--- src/rtl/gdb_rsp_pkg.sv ---
// Shared GDB RSP definitions: framing characters, transmitter state encoding and
// small byte helpers used by both the packet transmitter and receiver.
package gdb_rsp_pkg;

  localparam logic [7:0] CH_SOF  = 8'h24;  // '$'
  localparam logic [7:0] CH_EOF  = 8'h23;  // '#'
  localparam logic [7:0] CH_ESC  = 8'h7D;  // '}'
  localparam logic [7:0] CH_RLE  = 8'h2A;  // '*'
  localparam logic [7:0] CH_ACK  = 8'h2B;  // '+'
  localparam logic [7:0] CH_NAK  = 8'h2D;  // '-'
  localparam logic [7:0] ESC_XOR = 8'h20;

  typedef enum logic [2:0] {
    ST_IDLE     = 3'd0,
    ST_LOAD     = 3'd1,
    ST_SOF      = 3'd2,
    ST_DATA     = 3'd3,
    ST_EOF      = 3'd4,
    ST_CS_HI    = 3'd5,
    ST_CS_LO    = 3'd6,
    ST_WAIT_ACK = 3'd7
  } tx_state_e;

  // Bytes that cannot appear literally inside a packet body.
  function automatic logic is_reserved(input logic [7:0] b);
    return (b == CH_EOF) || (b == CH_SOF) || (b == CH_RLE) || (b == CH_ESC);
  endfunction

  // Lowercase ASCII hex digit for a nibble.
  function automatic logic [7:0] hex_digit(input logic [3:0] n);
    return (n < 4'd10) ? (8'h30 + {4'h0, n}) : (8'h57 + {4'h0, n});
  endfunction

endpackage

--- src/rtl/gdb_rsp_txbuf.sv ---
// Payload retransmission buffer: simple dual-port RAM, one write port, one
// synchronous read port (data appears the cycle after the address).
module gdb_rsp_txbuf #(
  parameter int DEPTH  = 256,
  parameter int ADDR_W = $clog2(DEPTH)
) (
  input  logic              clk,
  input  logic              wr_en_i,
  input  logic [ADDR_W-1:0] wr_addr_i,
  input  logic [7:0]        wr_data_i,
  input  logic [ADDR_W-1:0] rd_addr_i,
  output logic [7:0]        rd_data_o
);

  logic [7:0] mem_q [DEPTH];
  logic [7:0] rd_data_q;

  // Write on request, read every cycle from the presented address.
  // NOTE: the storage array has no reset; its contents are only meaningful once
  // written, and a reset would prevent mapping onto block RAM.
  // NOTE: sequential state uses non-blocking assignments so every register
  // samples its inputs from before the clock edge.
  always_ff @(posedge clk) begin
    if (wr_en_i) begin
      mem_q[wr_addr_i] <= wr_data_i;
    end
    rd_data_q <= mem_q[rd_addr_i];
  end

  assign rd_data_o = rd_data_q;

endmodule

--- src/rtl/gdb_rsp_tx.sv ---
// GDB RSP packet transmitter: buffers a payload, frames it as $<data>#<cs> with
// escaping and a hex checksum, and replays the buffer on NAK or ack timeout.
module gdb_rsp_tx
  import gdb_rsp_pkg::*;
#(
  parameter int BUF_DEPTH   = 256,
  parameter int RETRY_MAX   = 3,
  parameter int ACK_TIMEOUT = 4096
) (
  input  logic       clk,
  input  logic       rst,
  input  logic       in_valid,
  output logic       in_ready,
  input  logic [7:0] in_data,
  input  logic       in_last,
  input  logic       in_empty,
  output logic       out_valid,
  input  logic       out_ready,
  output logic [7:0] out_data,
  input  logic       ack_valid,
  input  logic       ack_nak,
  input  logic       noack,
  output logic       busy,
  output logic       err_ovf,
  output logic       err_retry
);

  localparam int AW = $clog2(BUF_DEPTH);
  localparam int CW = AW + 1;  // byte counts run 0..BUF_DEPTH inclusive
  localparam int RW = (RETRY_MAX > 0) ? $clog2(RETRY_MAX + 1) : 1;
  localparam logic [CW-1:0] FULL    = CW'(BUF_DEPTH);
  localparam logic [RW-1:0] RTY_LIM = RW'(RETRY_MAX);
  localparam logic [31:0]   TMO_END = 32'(ACK_TIMEOUT - 1);

  tx_state_e     state_q, state_d;
  logic [CW-1:0] wr_cnt_q, wr_cnt_d;
  logic [CW-1:0] rd_ptr_q, rd_ptr_d;
  logic          esc_q, esc_d;
  logic [7:0]    cs_q, cs_d;
  logic [RW-1:0] retry_q, retry_d;
  logic [31:0]   timer_q, timer_d;
  logic          noack_q, noack_d;
  logic          err_ovf_q, err_ovf_d;
  logic          err_retry_q, err_retry_d;

  logic       buf_wr_en;
  logic [7:0] rd_byte;
  logic [7:0] data_byte;
  logic       beat, fire, timeout;

  // The read address is the next-state pointer, so rd_byte always holds the
  // byte at rd_ptr_q and consecutive DATA bytes go out without a bubble.
  gdb_rsp_txbuf #(.DEPTH(BUF_DEPTH), .ADDR_W(AW)) u_buf (
    .clk       (clk),
    .wr_en_i   (buf_wr_en),
    .wr_addr_i (wr_cnt_q[AW-1:0]),
    .wr_data_i (in_data),
    .rd_addr_i (rd_ptr_d[AW-1:0]),
    .rd_data_o (rd_byte)
  );

  assign in_ready  = (state_q == ST_IDLE) || (state_q == ST_LOAD);
  assign busy      = (state_q != ST_IDLE);
  assign err_ovf   = err_ovf_q;
  assign err_retry = err_retry_q;
  assign beat      = in_valid && in_ready;
  assign fire      = out_valid && out_ready;
  assign timeout   = (ACK_TIMEOUT != 0) && (timer_q == TMO_END);
  assign data_byte = esc_q ? (rd_byte ^ ESC_XOR)
                           : (is_reserved(rd_byte) ? CH_ESC : rd_byte);

  // Output byte selection, decoded from the current state only.
  // NOTE: every variable assigned in a combinational block gets a default first,
  // otherwise an unassigned path infers a latch.
  always_comb begin
    out_valid = 1'b0;
    out_data  = 8'h00;
    case (state_q)
      ST_SOF:   begin out_valid = 1'b1; out_data = CH_SOF;              end
      ST_DATA:  begin out_valid = 1'b1; out_data = data_byte;           end
      ST_EOF:   begin out_valid = 1'b1; out_data = CH_EOF;              end
      ST_CS_HI: begin out_valid = 1'b1; out_data = hex_digit(cs_q[7:4]); end
      ST_CS_LO: begin out_valid = 1'b1; out_data = hex_digit(cs_q[3:0]); end
      default:  ;
    endcase
  end

  // Framing FSM next-state logic.
  always_comb begin
    state_d     = state_q;
    wr_cnt_d    = wr_cnt_q;
    rd_ptr_d    = rd_ptr_q;
    esc_d       = esc_q;
    cs_d        = cs_q;
    retry_d     = retry_q;
    timer_d     = 32'd0;
    noack_d     = noack_q;
    err_ovf_d   = 1'b0;
    err_retry_d = 1'b0;
    buf_wr_en   = 1'b0;
    case (state_q)
      ST_IDLE, ST_LOAD: begin
        if (beat) begin
          if (!in_empty) begin
            if (wr_cnt_q != FULL) begin
              buf_wr_en = 1'b1;
              wr_cnt_d  = wr_cnt_q + CW'(1);
            end else begin
              err_ovf_d = 1'b1;
            end
          end
          state_d = in_last ? ST_SOF : ST_LOAD;
        end
      end
      ST_SOF: begin
        rd_ptr_d = '0;
        esc_d    = 1'b0;
        cs_d     = 8'h00;
        if (fire) state_d = (wr_cnt_q == '0) ? ST_EOF : ST_DATA;
      end
      ST_DATA: begin
        if (fire) begin
          cs_d = cs_q + out_data;
          if (!esc_q && is_reserved(rd_byte)) begin
            esc_d = 1'b1;
          end else begin
            esc_d    = 1'b0;
            rd_ptr_d = rd_ptr_q + CW'(1);
            if (rd_ptr_q + CW'(1) == wr_cnt_q) state_d = ST_EOF;
          end
        end
      end
      ST_EOF: begin
        if (fire) state_d = ST_CS_HI;
      end
      ST_CS_HI: begin
        if (fire) begin
          state_d = ST_CS_LO;
          noack_d = noack;
        end
      end
      ST_CS_LO: begin
        if (fire) begin
          if (noack_q) begin
            state_d  = ST_IDLE;
            wr_cnt_d = '0;
            retry_d  = '0;
          end else begin
            state_d = ST_WAIT_ACK;
          end
        end
      end
      ST_WAIT_ACK: begin
        timer_d = timer_q + 32'd1;
        if (ack_valid && !ack_nak) begin
          state_d  = ST_IDLE;
          wr_cnt_d = '0;
          retry_d  = '0;
        end else if ((ack_valid && ack_nak) || timeout) begin
          if (retry_q == RTY_LIM) begin
            err_retry_d = 1'b1;
            state_d     = ST_IDLE;
            wr_cnt_d    = '0;
            retry_d     = '0;
          end else begin
            retry_d = retry_q + RW'(1);
            state_d = ST_SOF;
          end
        end
      end
      default: state_d = ST_IDLE;
    endcase
  end

  // State registers with synchronous reset.
  always_ff @(posedge clk) begin
    if (rst) begin
      state_q     <= ST_IDLE;
      wr_cnt_q    <= '0;
      rd_ptr_q    <= '0;
      esc_q       <= 1'b0;
      cs_q        <= 8'h00;
      retry_q     <= '0;
      timer_q     <= 32'd0;
      noack_q     <= 1'b0;
      err_ovf_q   <= 1'b0;
      err_retry_q <= 1'b0;
    end else begin
      state_q     <= state_d;
      wr_cnt_q    <= wr_cnt_d;
      rd_ptr_q    <= rd_ptr_d;
      esc_q       <= esc_d;
      cs_q        <= cs_d;
      retry_q     <= retry_d;
      timer_q     <= timer_d;
      noack_q     <= noack_d;
      err_ovf_q   <= err_ovf_d;
      err_retry_q <= err_retry_d;
    end
  end

endmodule
--- config.mk ---
export PLATFORM = sky130hd
export DESIGN_NAME = gdb_rsp_tx
export DESIGN_NICKNAME = d
export VERILOG_FILES = /design/src/rtl/gdb_rsp_pkg.sv /design/src/rtl/gdb_rsp_txbuf.sv /design/src/rtl/gdb_rsp_tx.sv
export SDC_FILE = /design/constraint.sdc
export NUM_CORES = 2
export LEC_CHECK = 0
export ABC_AREA = 1
export BUFFER_PORTS_ARGS = -buffer_cell sky130_fd_sc_hd__buf_4
export CORE_UTILIZATION = 45
export DETAILED_ROUTE_END_ITERATION = 12
export GPL_TIMING_DRIVEN = 0
export PLACE_DENSITY_LB_ADDON = 0.2
export SLEW_MARGIN = 20
export SYNTH_ARGS = -nofsm -noshare
export SYNTH_HDL_FRONTEND = slang
export SYNTH_HIERARCHICAL = 1
export SYNTH_SLANG_ARGS = --single-unit
--- constraint.sdc ---
create_clock -name clk -period 5.67 [get_ports clk]
set_clock_uncertainty 0.05 [all_clocks]
set_input_delay 0.8505 -clock clk [delete_from_list [all_inputs] [get_ports clk]]
set_output_delay 0.8505 -clock clk [all_outputs]
set_load 0.01 [all_outputs]
==> flow_summary.yaml <==
status:
  outcome: "finished, violations left"
  violations: "negative setup slack"
critical_path:
  ff2ff_path_depth: 22
  cp-end-kind: "flip-flop"
  path_buf_inv: 6
  cpMaxStageDelayCell: "sky130_fd_sc_hd__buf_2"
  worst-r2r-setup-slack_ps: -90
  arrival_time_of_the_worst_setup_path_ps: 6460
  startpoint_type: "flip-flop"
  cp_max_fo: 16
  crit_type: "reg -> reg"
  crit_top_cell: "sky130_fd_sc_hd__nand3_1"
  r2r_start: "u_buf/rd_data_o[2]$_DFF_P_"
  worst_r2r_endpoint: "u_buf/rd_data_o[5]$_DFF_P_"
  critical_path.top_delay_family: "simple AND/OR/NAND/NOR gates"
  max_stage_delay_ps: 870
  cells_along_the_critical_path: "inv_1 > nand2_1 > o21ai_0 > nand2_1 > o21ai_0 > nand3_1 > nand2_1 > o21ai_0 > inv_1 > buf_4 > inv_2 > buf_2 > buf_2 > nand3_1 > nand3_1 > nand3_1 > nand3_1 > nand3_1 > nand3_1 > nand2_1 > nand2_1 > nand2_1"
  worst-endpoint-required_ps: 6370
clock_tree:
  cts-root-buf: "sky130_fd_sc_hd__clkbuf_16"
  post_cts_resized: 0
  clk_transition_reported_paths_ps: 70
  maximum_buffer_depth_of_the_clock_tree: 3
  clock_sinks: 2123
  cts_tree: "built"
  post_cts_buffers: 0
  post_cts_hold_buffer_count: 0
  worst_skew_pair.late_latency_ps: 880
  ctsHtreeMaxLevel: 4
  number_of_buffers_created_by_cts: 216
global_routing:
  grt_overflow: 0
  via_count_of_the_first_global_routing_pass: 60400
  grt_antenna_before_repair: 19
  grt_first_pass_wirelength_um: 485000
  globalRouteTotalUtil_pct: 35.9
  grt_max_degree: 140
synthesis:
  synth-async-reset-ratio_pct: 0
  synthesis.yosys.warnings: 6
  synth_register_bits: 2123
  synthesis.instances: 7716
  syn-mean-instance-area_um2: 11.4
  yosysUniqueCellTypes: 54
  synth_top_flop_cell: "sky130_fd_sc_hd__edfxtp_1"
  synth.cell_area_um2: 88000
  synth-seq-area-share_pct: 71.6
  syn-num-nets: 7748
  synth_edf_count: 2048
floorplanning:
  num_rows: 161
  number_of_top_level_design_ports: 30
  die_area_um2: 197000
  die_width_um: 444
  core_um2: 193000
  initial_core_util_pct: 45.5
  overall_die_height_um: 444
drt:
  drtAntennaViolNets: 0
  met2_wirelength_um: 156000
  wl_met3_um: 51400
  routed_wire_length_per_instance_um: 33.7
  drt_pass1_iterations: 7
  detailedRoute.firstIterationViolations: 10800
  drcViolationCount: 0
  dr_total_vias: 66900
  m1WireLength_um: 131000
  highest_layer: "met5"
  routed_via_density: 6.25
  detail_route.wirelength_um: 361000
pwr:
  leakage_power_nw: 34.5
  power_density_nw_per_um2: 363
  ir_worst_vdd_uv: 303
placed_design:
  dpl-instance-area_um2: 92300
  finalWeightedCongestion: 1.08
  numPlacedInstances: 10300
  placement.io_buffers: 29
  post-dp-hpwl_um: 246000
cells_and_area:
  final_design_area_no_fill_um2: 99200
  area_delta_synth_final_pct: 12.8
  layout.cells.most_common_list: "sky130_fd_sc_hd__nand2_1 (2293), sky130_fd_sc_hd__nand3_1 (2072), sky130_fd_sc_hd__edfxtp_1 (2048)"
  layout.cells.most_common: "sky130_fd_sc_hd__nand2_1"
  final-instance-count-excl-fill: 10700
  final_nets: 8023
  drive_above_1_share_pct: 10.8
  finalCoreUtilization_pct: 51.3
timing:
  max-slew-margin-rel_pct: 2.53
  report.final.setup_viol: 4
  worstMarginPinSlew_ps: 1460
  worst_slack_ps: -89.3
  fmaxAchievable_ghz: 0.174
  grt_setup_unrepaired: "false"
  slew_violations: 0
  final.period_utilization_pct: 102
  timing_hold_violations_final: 0
  post-route-min-period_ps: 5760
hold_path:
  hold_path_depth: 3
  hp-start: "in_valid"
  holdCritPathClass: "in -> reg"
  hold_end: "err_ovf$_SDFF_PP0_"
flow_run:
  maximum_capacitance_violations: 0
-- registers in the layout, summed over array words and instances (netlist names) --
name and count:
u_buf/mem_q 2048, err_retry 1, wr_cnt_q 9, u_buf/rd_data_o 8
err_ovf 1, esc_q 1, rd_ptr_q 9, cs_q 8
state_q 3, retry_q 2, timer_q 32, noack_q 1
-- area by class of cell --
class / count / area, um2
well taps: 2526 / 3160
clock buffers: 268 / 5730
multi-input cells: 4959 / 22200
inverters: 143 / 541
flip-flops and latches: 2123 / 63000
plain buffers: 491 / 2530
repair buffers: 57 / 932
clock inverters: 121 / 1060
fillers: 17000 / 94200
diodes: 19 / 47.5
-- Yosys cell counts, drive strengths merged, types with 11 or more instances --
cell,instances,area share (%)
inv,142,0.61
nand3,2077,12
dfxtp,75,1.7
nand4,17,0.12
or2,11,0.078
nor3,28,0.19
o21ai,30,0.17
edfxtp,2048,70
clkbuf,118,0.50
a21oi,59,0.35
nand2,2299,9.8
ha,14,0.20
nor2,372,1.7
buf,373,2.3
-- worst reg2reg max path, stage by stage, from the launching register on --
cell and delay [ps]:
sky130_fd_sc_hd__dfxtp_1 370, sky130_fd_sc_hd__inv_1 80, sky130_fd_sc_hd__nand2_1 50, sky130_fd_sc_hd__o21ai_0 80, sky130_fd_sc_hd__nand2_1 60, sky130_fd_sc_hd__o21ai_0 110, sky130_fd_sc_hd__nand3_1 360, sky130_fd_sc_hd__nand2_1 280
sky130_fd_sc_hd__o21ai_0 270, sky130_fd_sc_hd__inv_1 60, sky130_fd_sc_hd__buf_4 260, sky130_fd_sc_hd__inv_2 190, sky130_fd_sc_hd__buf_2 870, sky130_fd_sc_hd__buf_2 810, sky130_fd_sc_hd__nand3_1 180, sky130_fd_sc_hd__nand3_1 150
sky130_fd_sc_hd__nand3_1 120, sky130_fd_sc_hd__nand3_1 200, sky130_fd_sc_hd__nand3_1 260, sky130_fd_sc_hd__nand3_1 370, sky130_fd_sc_hd__nand2_1 250, sky130_fd_sc_hd__nand2_1 110, sky130_fd_sc_hd__nand2_1 100
-- metal layers --
layer  track usage, %  up-vias
met5                0        -
met4             19.5       10
met3             12.3     1099
met2             53.3     5180
met1             46.3    32800
li1                 -    27800
-- per-stage QoR --
stage          worst slack [ps]  setup TNS [ps]  hold slack (ps)  power (mW)
2_1_floorplan              2910               0              393        19.9
3_3_place_gp               -109            -152              410        22.1
3_5_place_dp                283               0              421        22.2
4_1_cts                     346               0              173        35.8
5_1_grt                    8.20               0              213        36.8
6_report                  -89.3            -229              217        36.0
-- kinds of logic (layout without fill, tap and decap cells) --
group | count (synthesis) | in the layout | synth area share (%)
AOI/OAI and AO/OA | 115 | 115 | 0.752
xor gates and xnor gates | 12 | 12 | 0.119
adders and majority gates | 15 | 15 | 0.222
buffers and inverters | 634 | 1080 | 3.44
DFF | 2123 | 2123 | 71.6
other | 0 | 19 | 0
and+or+nand+nor | 4817 | 4817 | 23.9
-- power by group --
part | internal, mW | leakage, nW | switching [mW]
Combinational | 1.09 | 12.1 | 3.67
Sequential | 17.2 | 19.0 | 0.0709
Clock | 7.78 | 3.32 | 6.18
-- how the worst max path moves through the flow --
stage,from,end,slack (ps),cells past startpoint
after global routing,u_buf/rd_data_o[2]$_DFF_P_,u_buf/rd_data_o[6]$_DFF_P_,8,20
after detailed placement,out_ready,u_buf/rd_data_o[5]$_DFF_P_,280,19
final,u_buf/rd_data_o[2]$_DFF_P_,u_buf/rd_data_o[5]$_DFF_P_,-90,22
after CTS,u_buf/rd_data_o[2]$_DFF_P_,u_buf/rd_data_o[5]$_DFF_P_,350,22
after floorplan,out_ready,u_buf/rd_data_o[0]$_DFF_P_,2910,19
after global placement,u_buf/rd_data_o[2]$_DFF_P_,u_buf/rd_data_o[6]$_DFF_P_,-110,20
Power figures use the tool's default switching activity.
